## config.mk

```make
export PLATFORM = sky130hd
export DESIGN_NAME = traffic_light_monitor
export DESIGN_NICKNAME = d
export VERILOG_FILES = /design/src/rtl/traffic_light_monitor.sv
export SDC_FILE = /design/constraint.sdc
export NUM_CORES = 1
export LEC_CHECK = 0
export CELL_PAD_IN_SITES_DETAIL_PLACEMENT = 2
export CELL_PAD_IN_SITES_GLOBAL_PLACEMENT = 2
export CORE_AREA = 2 2 79 81
export DETAILED_ROUTE_END_ITERATION = 7
export DIE_AREA = 0 0 81 83
export PLACE_DENSITY = 0.77
export SLEW_MARGIN = 20
export SYNTH_ARGS = -nofsm -noshare
export SYNTH_HDL_FRONTEND = slang
export SYNTH_SLANG_ARGS = --single-unit
```

## constraint.sdc

```tcl
create_clock -name clk -period 2.3 [get_ports clk]
set_clock_uncertainty 0.1 [all_clocks]
set_input_delay 0.345 -clock clk [delete_from_list [all_inputs] [get_ports clk]]
set_output_delay 0.345 -clock clk [all_outputs]
set_load 0.02 [all_outputs]
```

## src/rtl/traffic_light_monitor.sv

```systemverilog
// Passive checker for the traffic light controller's 6-bit lights bus.
// Decodes each sampled pattern into a phase and checks phase order and
// per-phase dwell time against the controller's timing contract. It counts
// completed light cycles and latches sticky error flags until rearm.
//
// Interface timing: there is no valid/ready handshake. lights is sampled on
// every rising edge, and every output is updated on the edge that samples the
// pattern causing the change. rearm is a one-cycle pulse that only has an
// effect in FAULT. The FSM state is visible through synced (TRACK) and
// fault (FAULT); when both are low the monitor is in SYNC.
module traffic_light_monitor #(
  parameter int GREEN_CYC  = 5,
  parameter int YELLOW_CYC = 1,
  parameter int CNT_W      = 8
) (
  input  logic       clk,
  input  logic       clr,
  input  logic [5:0] lights,
  input  logic       rearm,
  output logic [1:0] phase,
  output logic       synced,
  output logic       fault,
  output logic       err_illegal,
  output logic       err_order,
  output logic       err_dwell,
  output logic [7:0] cycle_cnt
);

  typedef enum logic [1:0] {
    ST_SYNC  = 2'd0,
    ST_TRACK = 2'd1,
    ST_FAULT = 2'd2
  } state_t;

  localparam logic [5:0] PAT_S0 = 6'b001100;
  localparam logic [5:0] PAT_S1 = 6'b010100;
  localparam logic [5:0] PAT_S2 = 6'b100001;
  localparam logic [5:0] PAT_S3 = 6'b100010;

  localparam logic [CNT_W-1:0] DWELL_GREEN  = CNT_W'(GREEN_CYC);
  localparam logic [CNT_W-1:0] DWELL_YELLOW = CNT_W'(YELLOW_CYC);
  localparam logic [CNT_W-1:0] DWELL_ONE    = CNT_W'(1);
  localparam logic [CNT_W-1:0] DWELL_MAX    = {CNT_W{1'b1}};

  state_t           state_q, state_d;
  logic [1:0]       phase_q, phase_d;
  logic [CNT_W-1:0] dwell_q, dwell_d;
  logic             partial_q, partial_d;
  logic             ill_q, ill_d;
  logic             ord_q, ord_d;
  logic             dwl_q, dwl_d;
  logic [7:0]       cnt_q, cnt_d;

  logic             pat_legal;
  logic [1:0]       pat_phase;
  logic [CNT_W-1:0] dwell_exp;

  // Decode the sampled lights into a legal flag and a phase number.
  always_comb begin
    pat_legal = 1'b1;
    pat_phase = 2'd0;
    case (lights)
      PAT_S0:  pat_phase = 2'd0;
      PAT_S1:  pat_phase = 2'd1;
      PAT_S2:  pat_phase = 2'd2;
      PAT_S3:  pat_phase = 2'd3;
      default: pat_legal = 1'b0;
    endcase
  end

  // Odd phases are yellow, even phases are green.
  assign dwell_exp = phase_q[0] ? DWELL_YELLOW : DWELL_GREEN;

  // State register and tracking registers, cleared asynchronously by clr.
  always_ff @(posedge clk or negedge clr) begin
    if (!clr) begin
      state_q   <= ST_SYNC;
      phase_q   <= 2'd0;
      dwell_q   <= '0;
      partial_q <= 1'b0;
      ill_q     <= 1'b0;
      ord_q     <= 1'b0;
      dwl_q     <= 1'b0;
      cnt_q     <= 8'd0;
    end else begin
      state_q   <= state_d;
      phase_q   <= phase_d;
      dwell_q   <= dwell_d;
      partial_q <= partial_d;
      ill_q     <= ill_d;
      ord_q     <= ord_d;
      dwl_q     <= dwl_d;
      cnt_q     <= cnt_d;
    end
  end

  // Next-state logic: sync on a legal pattern, then check order and dwell.
  always_comb begin
    state_d   = state_q;
    phase_d   = phase_q;
    dwell_d   = dwell_q;
    partial_d = partial_q;
    ill_d     = ill_q;
    ord_d     = ord_q;
    dwl_d     = dwl_q;
    cnt_d     = cnt_q;
    case (state_q)
      ST_SYNC: begin
        if (pat_legal) begin
          state_d   = ST_TRACK;
          phase_d   = pat_phase;
          dwell_d   = DWELL_ONE;
          partial_d = 1'b1;
        end
      end
      ST_TRACK: begin
        if (pat_legal && (pat_phase == phase_q)) begin
          // Same phase held: overstay is only judged once a full phase
          // has been observed from its start.
          if (!partial_q && (dwell_q == dwell_exp)) begin
            dwl_d   = 1'b1;
            state_d = ST_FAULT;
          end else if (dwell_q != DWELL_MAX) begin
            dwell_d = dwell_q + DWELL_ONE;
          end
        end else if (!pat_legal) begin
          ill_d   = 1'b1;
          state_d = ST_FAULT;
        end else if (pat_phase != (phase_q + 2'd1)) begin
          ord_d   = 1'b1;
          state_d = ST_FAULT;
        end else if (!partial_q && (dwell_q < dwell_exp)) begin
          dwl_d   = 1'b1;
          state_d = ST_FAULT;
        end else begin
          phase_d   = pat_phase;
          dwell_d   = DWELL_ONE;
          partial_d = 1'b0;
          if (pat_phase == 2'd0) begin
            cnt_d = cnt_q + 8'd1;
          end
        end
      end
      ST_FAULT: begin
        if (rearm) begin
          ill_d   = 1'b0;
          ord_d   = 1'b0;
          dwl_d   = 1'b0;
          state_d = ST_SYNC;
        end
      end
      default: state_d = ST_SYNC;
    endcase
  end

  assign phase       = phase_q;
  assign synced      = (state_q == ST_TRACK);
  assign fault       = (state_q == ST_FAULT);
  assign err_illegal = ill_q;
  assign err_order   = ord_q;
  assign err_dwell   = dwl_q;
  assign cycle_cnt   = cnt_q;

endmodule
```

==> out/qor.yml <==
status: "finished with violations"
violations: "setup timing"
finish.utilization_pct: 45.7
synth_top_flop_cell: "dfrtp_1"
hp-class: "input pin to asynchronous set/reset pin"
powerDensity_nw_per_um2: 736
finalHoldViolations: 0
grt_pass1_vias: 1923
vias: 1879
fillers: 634
cp_cell_sequence: "or4_4 -> or4_4 -> a211oi_4 -> o21ai_2 -> a31oi_2 -> mux2i_1"
syn_inst: 193
synth_edf_count: 0
antenna_found_initial: 0
setup_ws_ns: -0.174
ant_nets: 0
drc: 0
grt_max_degree: 25
maxCapViolations: 0
worst_pin_slew_ns: 0.498
grt-ovfl-total: 0
min_period_ns: 2.47
critPathSlowestCell: "or4_4"
seqCellArea_um2: 601
ir_drop_uv: 389
clockBufferDepth: 2
grt_usage_pct: 20.4
cts_tree: "done"
crit_path_frequent_cell: "or4_4"
path_delay_family: "simple AND/OR/NAND/NOR gates"
synth-seq-cells: 24
num-nets-final: 281
layout_common_cells: "42 x buf_4, 24 x dfrtp_1, 22 x nand2_1, 16 x clkdlybuf4s50_1, 10 x nand3_1"
crit_path_start_kind: "flip-flop"
final_common_cell: "buf_4"
cts.clk_slew.worst_paths_ns: 0.11
drt-pass1-iter-count: 4
wl_per_cell_um: 24.0
timing.hold.ws_ns: 0.323
ys_warn_count: 0
die_x_um: 81
cpPeakStageDelay_ns: 0.59
setup_violations: 20
synth_cell_types: 58
drv_slew: 0
diodes: 0
leakage_uw: 0.00112
row_count: 28
core_area_um2: 5820
fin_total_pwr_uw: 1960
viasPerCell: 5.56
syn_area_um2: 1720
cts.hold.buffers_added: 0
synth_seq_area_share_pct: 34.8
endpoint_kind: "flip-flop"
layout-drive-gt1-share_pct: 36.5
synth-async-reset-ratio_pct: 100
dp.cells: 324
clk_latency_ns: 0.28
worstPathMaxFanout: 4
grt_pass1_wl_mm: 10.6
postSynthAreaPerCell_um2: 8.93
drt-initial-drc-count: 124
cts.sinks: 24
io_buffer_count: 23
syn_nets: 210
initial_core_util_pct: 29.6
cts_root_buffer: "clkbuf_8"
worstPathRequired_ns: 2.41
place.gp.congestion: 0.791
post-route-period-util_pct: 108
numCtsBuffers: 3
wirelength_mm: 8.10
worst-path-buf-inv: 0
die_y_um: 83
multi_input_area_um2: 1270
max_freq_ghz: 0.404
cp.arrival_ns: 2.59
htree_levels: 1
maxSlewHeadroom_pct: 66.5
pin_count: 24
tns_ns: -1.49
grt_setup_unrepaired: "yes"
die_area_um2: 6720
final_cells: 338
dp_hpwl_mm: 4.39
crit_type: "flip-flop to flip-flop"
area_growth_pct: 54.3
worst reg2reg max path, stage by stage (launching register included):
cell	delay [ns]
dfrtp_1	0.39
or4_4	0.59
or4_4	0.57
a211oi_4	0.26
o21ai_2	0.12
a31oi_2	0.17
mux2i_1	0.21
final cells by class:
class	instances	area share, %
clock buffer	4	2.07
inverter	9	1.27
multi-input combinational	154	47.8
sequential	24	22.6
tap	75	3.53
timing repair buffer	72	22.7
per-stage QoR:
stage                     setup slack [ns]  instance area, um^2
after floorplan                   -0.00581                 1730
after global placement              -0.506                 2310
after detailed placement            -0.665                 2310
after CTS                          -0.0888                 2490
after global routing                -0.229                 2660
final                               -0.174                 2660
timing repair:
| item | in CTS | in global routing |
|---|---|---|
| resized for setup | 36 | 26 |
| gates cloned | 0 | 1 |
| pin swaps | 8 | 17 |
| setup endpoints to repair | 24 | 23 |
| setup buffers | 1 | 8 |
cell families (layout without fill, tap and decap cells):
logic type / Yosys count / count (layout) / synth area share [%]
AO/OA/AOI/OAI: 47 / 47 / 19.4
XOR/XNOR: 10 / 10 / 5.08
adder cells (fa/ha/maj): 8 / 8 / 5.81
buffers and inverters: 15 / 85 / 3.92
flip-flops: 24 / 24 / 34.8
multiplexers: 6 / 6 / 3.70
AND/OR/NAND/NOR: 83 / 83 / 27.2
state kept, by name (all words and copies together) (netlist names):
| register | cells |
|---|---|
| cycle_cnt | 8 |
| dwell_q | 8 |
| phase | 2 |
| state_q | 2 |
| err_dwell | 1 |
| err_illegal | 1 |
| err_order | 1 |
| partial_q | 1 |
cells in the mapped netlist (all sizes together) (3+ instances only):
library cell	number	share of area, %
and3	5	1.8
a211oi	4	2.0
nand4	6	2.2
ha	8	5.8
dfrtp	24	35
inv	9	2.0
o21ai	9	3.3
nor3	5	2.0
a21oi	6	1.7
clkbuf	3	0.65
mux2i	3	1.7
nor4	3	1.1
nand3	12	3.5
nand2	23	5.2
nor2	11	2.5
or3	4	1.7
a31oi	9	3.3
xnor2	9	4.6
mux2	3	2.0
path summary, 6_finish.rpt:
kind	from	end	slack, ns	cells past startpoint
max in group asynchronous	clr	dwell_q[0]	1.51	2
max reg2reg	dwell_q[5]	err_dwell	-0.17	6
max	dwell_q[5]	err_dwell	-0.17	6
min in group clk	cycle_cnt[6]	cycle_cnt[6]	0.40	1
min	clr	err_dwell	0.32	2
min reg2reg	cycle_cnt[6]	cycle_cnt[6]	0.40	1
metal layers:
metal / share of wire (%) / up-vias / global-route usage (%)
met2: 50 / 46 / 33.4
met4: 4.7 / 0 / 6.63
met3: 3.3 / 22 / 2.17
met5: 0 / - / 0
li1: - / 852 / -
met1: 42 / 959 / 28.0
power breakdown:
part           total (uW)  switching, uW  internal, uW
Sequential            570           70.6           499
Combinational        1060            599           466
Clock                 323            169           154
Power figures use the tool's default switching activity.
